[src/rtl/atm_authenticator.sv]
// ATM account core: per-account PIN/balance registers, combinational
// authentication, and one-cycle-latency command execution with lockout.
module atm_authenticator #(
    parameter int NUM_ACCOUNTS = 10,
    parameter int INIT_BALANCE = 500,
    parameter int MAX_TRIES    = 3
) (
    input  logic        clk,
    input  logic        rst,
    input  logic [3:0]  acc_num,
    input  logic [15:0] pin,
    input  logic [15:0] new_pin,
    input  logic [31:0] amount,
    input  logic [2:0]  operation,
    input  logic        op_valid,
    output logic [3:0]  acc_index,
    output logic        acc_found,
    output logic        acc_auth,
    output logic [31:0] balance,
    output logic        success,
    output logic        done
);
    localparam int FW = $clog2(MAX_TRIES + 1);

    typedef enum logic [2:0] {
        OP_BALANCE  = 3'd1,
        OP_WITHDRAW = 3'd2,
        OP_DEPOSIT  = 3'd3,
        OP_CHANGE   = 3'd4
    } op_e;

    logic [31:0]   bal_reg    [NUM_ACCOUNTS];
    logic [15:0]   pin_reg    [NUM_ACCOUNTS];
    logic [FW-1:0] fail_reg   [NUM_ACCOUNTS];
    logic          locked_reg [NUM_ACCOUNTS];

    logic [31:0] balance_reg, balance_next;
    logic        success_reg, success_next;
    logic        done_reg;

    logic [3:0]  idx;
    logic        pin_ok;
    logic        cmd_accept;
    logic [31:0] stored_bal;
    logic [32:0] dep_sum;
    logic        wr_bal, wr_pin, inc_fail, clr_fail;
    logic [31:0] new_bal;

    // Out-of-range accounts map to entry 0 so array reads stay in bounds.
    assign acc_found  = 32'(acc_num) < NUM_ACCOUNTS;
    assign idx        = acc_found ? acc_num : 4'd0;
    assign acc_index  = idx;
    assign pin_ok     = (pin == pin_reg[idx]);
    assign acc_auth   = acc_found && !locked_reg[idx] && pin_ok;
    assign stored_bal = bal_reg[idx];
    assign dep_sum    = {1'b0, stored_bal} + {1'b0, amount};
    assign cmd_accept = op_valid && (operation >= 3'd1) && (operation <= 3'd4);

    always_comb begin
        success_next = 1'b0;
        balance_next = 32'd0;
        wr_bal       = 1'b0;
        wr_pin       = 1'b0;
        inc_fail     = 1'b0;
        clr_fail     = 1'b0;
        new_bal      = stored_bal;
        if (cmd_accept && acc_found && !locked_reg[idx]) begin
            if (!pin_ok) begin
                inc_fail = 1'b1;
            end else begin
                clr_fail = 1'b1;
                case (operation)
                    OP_BALANCE: begin
                        success_next = 1'b1;
                        balance_next = stored_bal;
                    end
                    OP_WITHDRAW: begin
                        balance_next = stored_bal;
                        if (amount <= stored_bal) begin
                            new_bal      = stored_bal - amount;
                            wr_bal       = 1'b1;
                            success_next = 1'b1;
                            balance_next = new_bal;
                        end
                    end
                    OP_DEPOSIT: begin
                        balance_next = stored_bal;
                        if (!dep_sum[32]) begin
                            new_bal      = dep_sum[31:0];
                            wr_bal       = 1'b1;
                            success_next = 1'b1;
                            balance_next = new_bal;
                        end
                    end
                    OP_CHANGE: begin
                        wr_pin       = 1'b1;
                        success_next = 1'b1;
                        balance_next = stored_bal;
                    end
                    default: ;
                endcase
            end
        end
    end

    genvar gi;
    generate
        for (gi = 0; gi < NUM_ACCOUNTS; gi++) begin : g_acct
            logic hit;
            assign hit = acc_found && (32'(idx) == gi);
            always_ff @(posedge clk) begin
                if (rst) begin
                    bal_reg[gi]    <= 32'(INIT_BALANCE);
                    pin_reg[gi]    <= 16'(gi * 16'h1111);
                    fail_reg[gi]   <= '0;
                    locked_reg[gi] <= 1'b0;
                end else if (hit) begin
                    if (wr_bal)   bal_reg[gi]  <= new_bal;
                    if (wr_pin)   pin_reg[gi]  <= new_pin;
                    if (clr_fail) fail_reg[gi] <= '0;
                    if (inc_fail) begin
                        fail_reg[gi] <= fail_reg[gi] + 1'b1;
                        if (32'(fail_reg[gi]) + 1 >= MAX_TRIES) locked_reg[gi] <= 1'b1;
                    end
                end
            end
        end
    endgenerate

    // Result registers hold their value between commands; done is a pulse.
    always_ff @(posedge clk) begin
        if (rst) begin
            balance_reg <= 32'd0;
            success_reg <= 1'b0;
            done_reg    <= 1'b0;
        end else begin
            done_reg <= op_valid;
            if (op_valid) begin
                balance_reg <= balance_next;
                success_reg <= success_next;
            end
        end
    end

    assign balance = balance_reg;
    assign success = success_reg;
    assign done    = done_reg;
endmodule

[config.mk]
export PLATFORM = sky130hd
export DESIGN_NAME = atm_authenticator
export DESIGN_NICKNAME = d
export VERILOG_FILES = /design/src/rtl/atm_authenticator.sv
export SDC_FILE = /design/constraint.sdc
export NUM_CORES = 1
export LEC_CHECK = 0
export ABC_AREA = 1
export CAP_MARGIN = 20
export CORE_MARGIN = 5
export CORE_UTILIZATION = 40
export CTS_CLUSTER_SIZE = 40
export DETAILED_ROUTE_END_ITERATION = 12
export PLACE_DENSITY = 0.58
export SYNTH_ARGS = -nofsm -noshare
export SYNTH_HDL_FRONTEND = slang
export SYNTH_SLANG_ARGS = --single-unit
[constraint.sdc]
create_clock -name clk -period 16.6 [get_ports clk]
set_input_delay 4.98 -clock clk [delete_from_list [all_inputs] [get_ports clk]]
set_output_delay 4.98 -clock clk [all_outputs]
set_load 0.01 [all_outputs]
==> flow_summary.yaml <==
sta:
  worst_slew_pin_slew_ns: 1.122
  clock.fmax_mhz: 69.47
  timing.setup.tns_ns: 0
  finalCriticalPeriod_ns: 14.39
  drv_slew: 0
  fin_skew_ns: 0.06680
  fin_crit_sh_pct: 86.72
  hold_violations: 0
  rsz0062_at_grt: "false"
  max_slew_margin_pct: 24.94
  setup_viol: 0
yosys:
  synthDistinctLibCells: 58
  yosysSeqAreaShare_pct: 54.76
  synthTopCellsByArea: "edfxtp_1 52%, nand2_1 8.4%, nor2_1 5.5%"
  synth_top_area_cell: "edfxtp_1"
  synthArstFlopShare_pct: 0
  syn-cell-area_sq_um: 29190
  synth_area_per_cell_sq_um: 9.040
  synth_edf_count: 509
  synth_flop_cell: "edfxtp_1"
  yosysTopAreaCellShare_pct: 52.36
  yosys_register_bits: 544
  yosys_warnings: 0
  synthCells: 3229
  syn-num-nets: 3389
floorplan:
  die_area_sq_um: 78480
  ios: 114
  core_sq_um: 72710
  initial_core_util_pct: 40.15
  die_h_um: 280.1
  row_count: 99
  die_w_um: 280.1
setup_path:
  ff2ff_path_depth: 26
  cp_slowest_cell: "inv_2"
  critPathTopFamily: "buffers and inverters"
  r2r_slack_ns: 10.13
  cp_max_fo: 51
  critical_path_class: "input port to output port"
  slowest_delay_ns: 0.68
  cp-end-kind: "output port"
  r2r-start: "bal_reg[3][2]$_SDFFCE_PN1P_"
  crit_arrival_ns: 9.41
  critPathMostFrequentCell: "nand2_4"
  crit_chain: "clkdlybuf4s50_1 -> o21ai_4 -> nand2_4 -> inv_2 -> nand2_4 -> o22ai_1 -> o21ai_1 -> nand4_1 -> nand2_1 -> nor2_1 -> nand2_1 -> nor2_4 -> nand2_4 -> nor2_1 -> clkdlybuf4s50_1"
  required_ns: 11.62
  worstReg2RegEnd: "bal_reg[1][19]$_SDFFCE_PN0P_"
  start_kind: "input port"
  path_buf_inv: 3
grt:
  met2_usage_pct: 39.05
  use_met3_pct: 3.437
  grt_busiest_layer: "met2"
  grt_use_met1_pct: 35.50
  antenna_found_initial: 0
  grt_pass1_wl_um: 146100
  grt_usage_pct: 24.49
  grt-ovfl-total: 0
  grt_max_degree: 63
  grt_pass1_vias: 22075
power_and_ir_drop:
  p_per_area_nw_per_um2: 104.0
  max-vdd-ir-drop_mv: 0.08183
  p_leak_uw: 0.01341
clock_tree:
  cts_setup_buffers: 0
  clkTransAtPathRegs_ns: 0.06
  cts_tree: "yes"
  cts_resized: 0
  clk_latency_ns: 0.68
  clockBufferDepth: 3
  cts_made_buffers: 58
  ctsHoldBuffers: 0
  htreeDepth: 2
  clock_sinks: 544
  cts_root_buffer: "clkbuf_16"
cells_and_area:
  final_area_sq_um: 33300
  largest_register_ffs: 320
  nets: 3456
  final_layout_size_suffix_gt1_share_pct: 7.115
  final_cell_mix: "657 x nand2_1, 509 x edfxtp_1, 425 x nor2_1"
  fillers: 6964
  layout_commonest_cell: "nand2_1"
  area_growth_pct: 14.09
routing:
  first_pass_iters: 7
  remaining_drc_errors: 0
  vias: 23957
  antenna_left: 0
  drt_iter0_markers: 2769
  viasPerCell: 5.565
  routed_wl_um: 99990
  avgRoutedWirePerCell_um: 23.23
min_path:
  min_from: "balance[28]$_SDFFE_PP0P_"
  hp-class: "flop to flop"
  holdPathEnd: "balance[28]$_SDFFE_PP0P_"
  whs_path_depth: 2
placed_design:
  port_buffers: 113
  dpl_cell_area_sq_um: 31320
  gp_congestion: 0.9808
  dp_hpwl_um: 66920
run_status:
  status: "complete, no violations"
run:
  drv_cap: 0
-- worst max path at each step --
stage          cells past startpoint       end       start  slack [ns]
4_1_cts                           15  acc_auth  acc_num[1]        2.24
3_5_place_dp                      15  acc_auth  acc_num[1]        2.24
6_report                          15  acc_auth  acc_num[1]        2.21
5_1_grt                           15  acc_auth  acc_num[1]        1.97
3_3_place_gp                      15  acc_auth  acc_num[1]        2.36
2_1_floorplan                     15  acc_auth  acc_num[1]        4.95
-- report_power, final --
group          switching, uW  leakage (uW)  total, uW  internal (uW)
Combinational            419       0.00732        577            159
Sequential              9.87       0.00514       1540           1530
Clock                    585      0.000948       1350            765
-- through the flow --
stage	utilization, %	std cells	total power (uW)	hold slack [ns]	worst slack [ns]
6_report	45.80	4305	3464	0.4631	2.205
4_1_cts	45.78	4303	3464	0.4672	2.241
3_5_place_dp	43.07	4194	2126	0.4581	2.241
3_3_place_gp	43.03	4192	2125	0.4544	2.355
2_1_floorplan	-	3229	1925	0.4526	4.946
5_1_grt	45.80	4304	3579	0.4835	1.973
-- layer usage --
metal	wire, um	up-vias	share of wire [%]
met1	43130	11582	43
li1	-	11112	-
met2	45950	1116	46
met3	8461	147	8.5
met4	2456	0	2.5
met5	0	-	0
-- synth_stat cells, drive strengths merged, types with 21 or more instances --
master,count
nand3,139
a31oi,21
nand4,30
edfxtp,509
o21ai,218
o22ai,182
buf,68
nand2,666
ha,84
nor2,434
clkinv,31
inv,387
xor2,38
clkbuf,81
a21oi,187
dfxtp,35
-- layout make-up --
| cell class | count | area (sq um) | share of cell area [%] |
|---|---|---|---|
| Timing Repair Buffer | 156 | 1466 | 4.403 |
| Inverter | 418 | 1588 | 4.767 |
| Antenna cell | 1 | 2.502 | 0.007514 |
| Sequential cell | 544 | 15990 | 48.00 |
| Tap cell | 959 | 1200 | 3.603 |
| Clock inverter | 40 | 456.7 | 1.371 |
| Clock buffer | 69 | 1513 | 4.542 |
| Multi-Input combinational cell | 2118 | 11090 | 33.31 |
-- logic make-up after synthesis --
kind of cell / share of synthesized area [%]
flops: 54.76
fa+ha+maj: 3.738
xor+xnor: 1.230
compound gates: 13.92
buf+inv: 7.861
simple gates: 18.49
-- worst reg2reg max path, stage by stage (launching register included) --
cell      delay [ns]
edfxtp_1        0.37
o22ai_1         0.19
o21ai_0         0.17
inv_1           0.09
a21oi_1         0.04
nand2_1         0.14
inv_1           0.25
ha_1            0.49
a21oi_1         0.10
o21bai_1        0.25
nand3_1         0.12
nand2_1         0.21
a21oi_1         0.17
o21ai_0         0.48
nand3_1         0.14
nand2_1         0.10
buf_4           0.29
nor2_1          0.09
buf_4           0.23
inv_1           0.42
nand2_1         0.17
nand2_4         0.35
clkinv_4        0.29
nand3_4         0.35
clkinv_2        0.47
nand2_1         0.20
inv_1           0.05
Note: power is estimated with default switching activity, not from simulation.
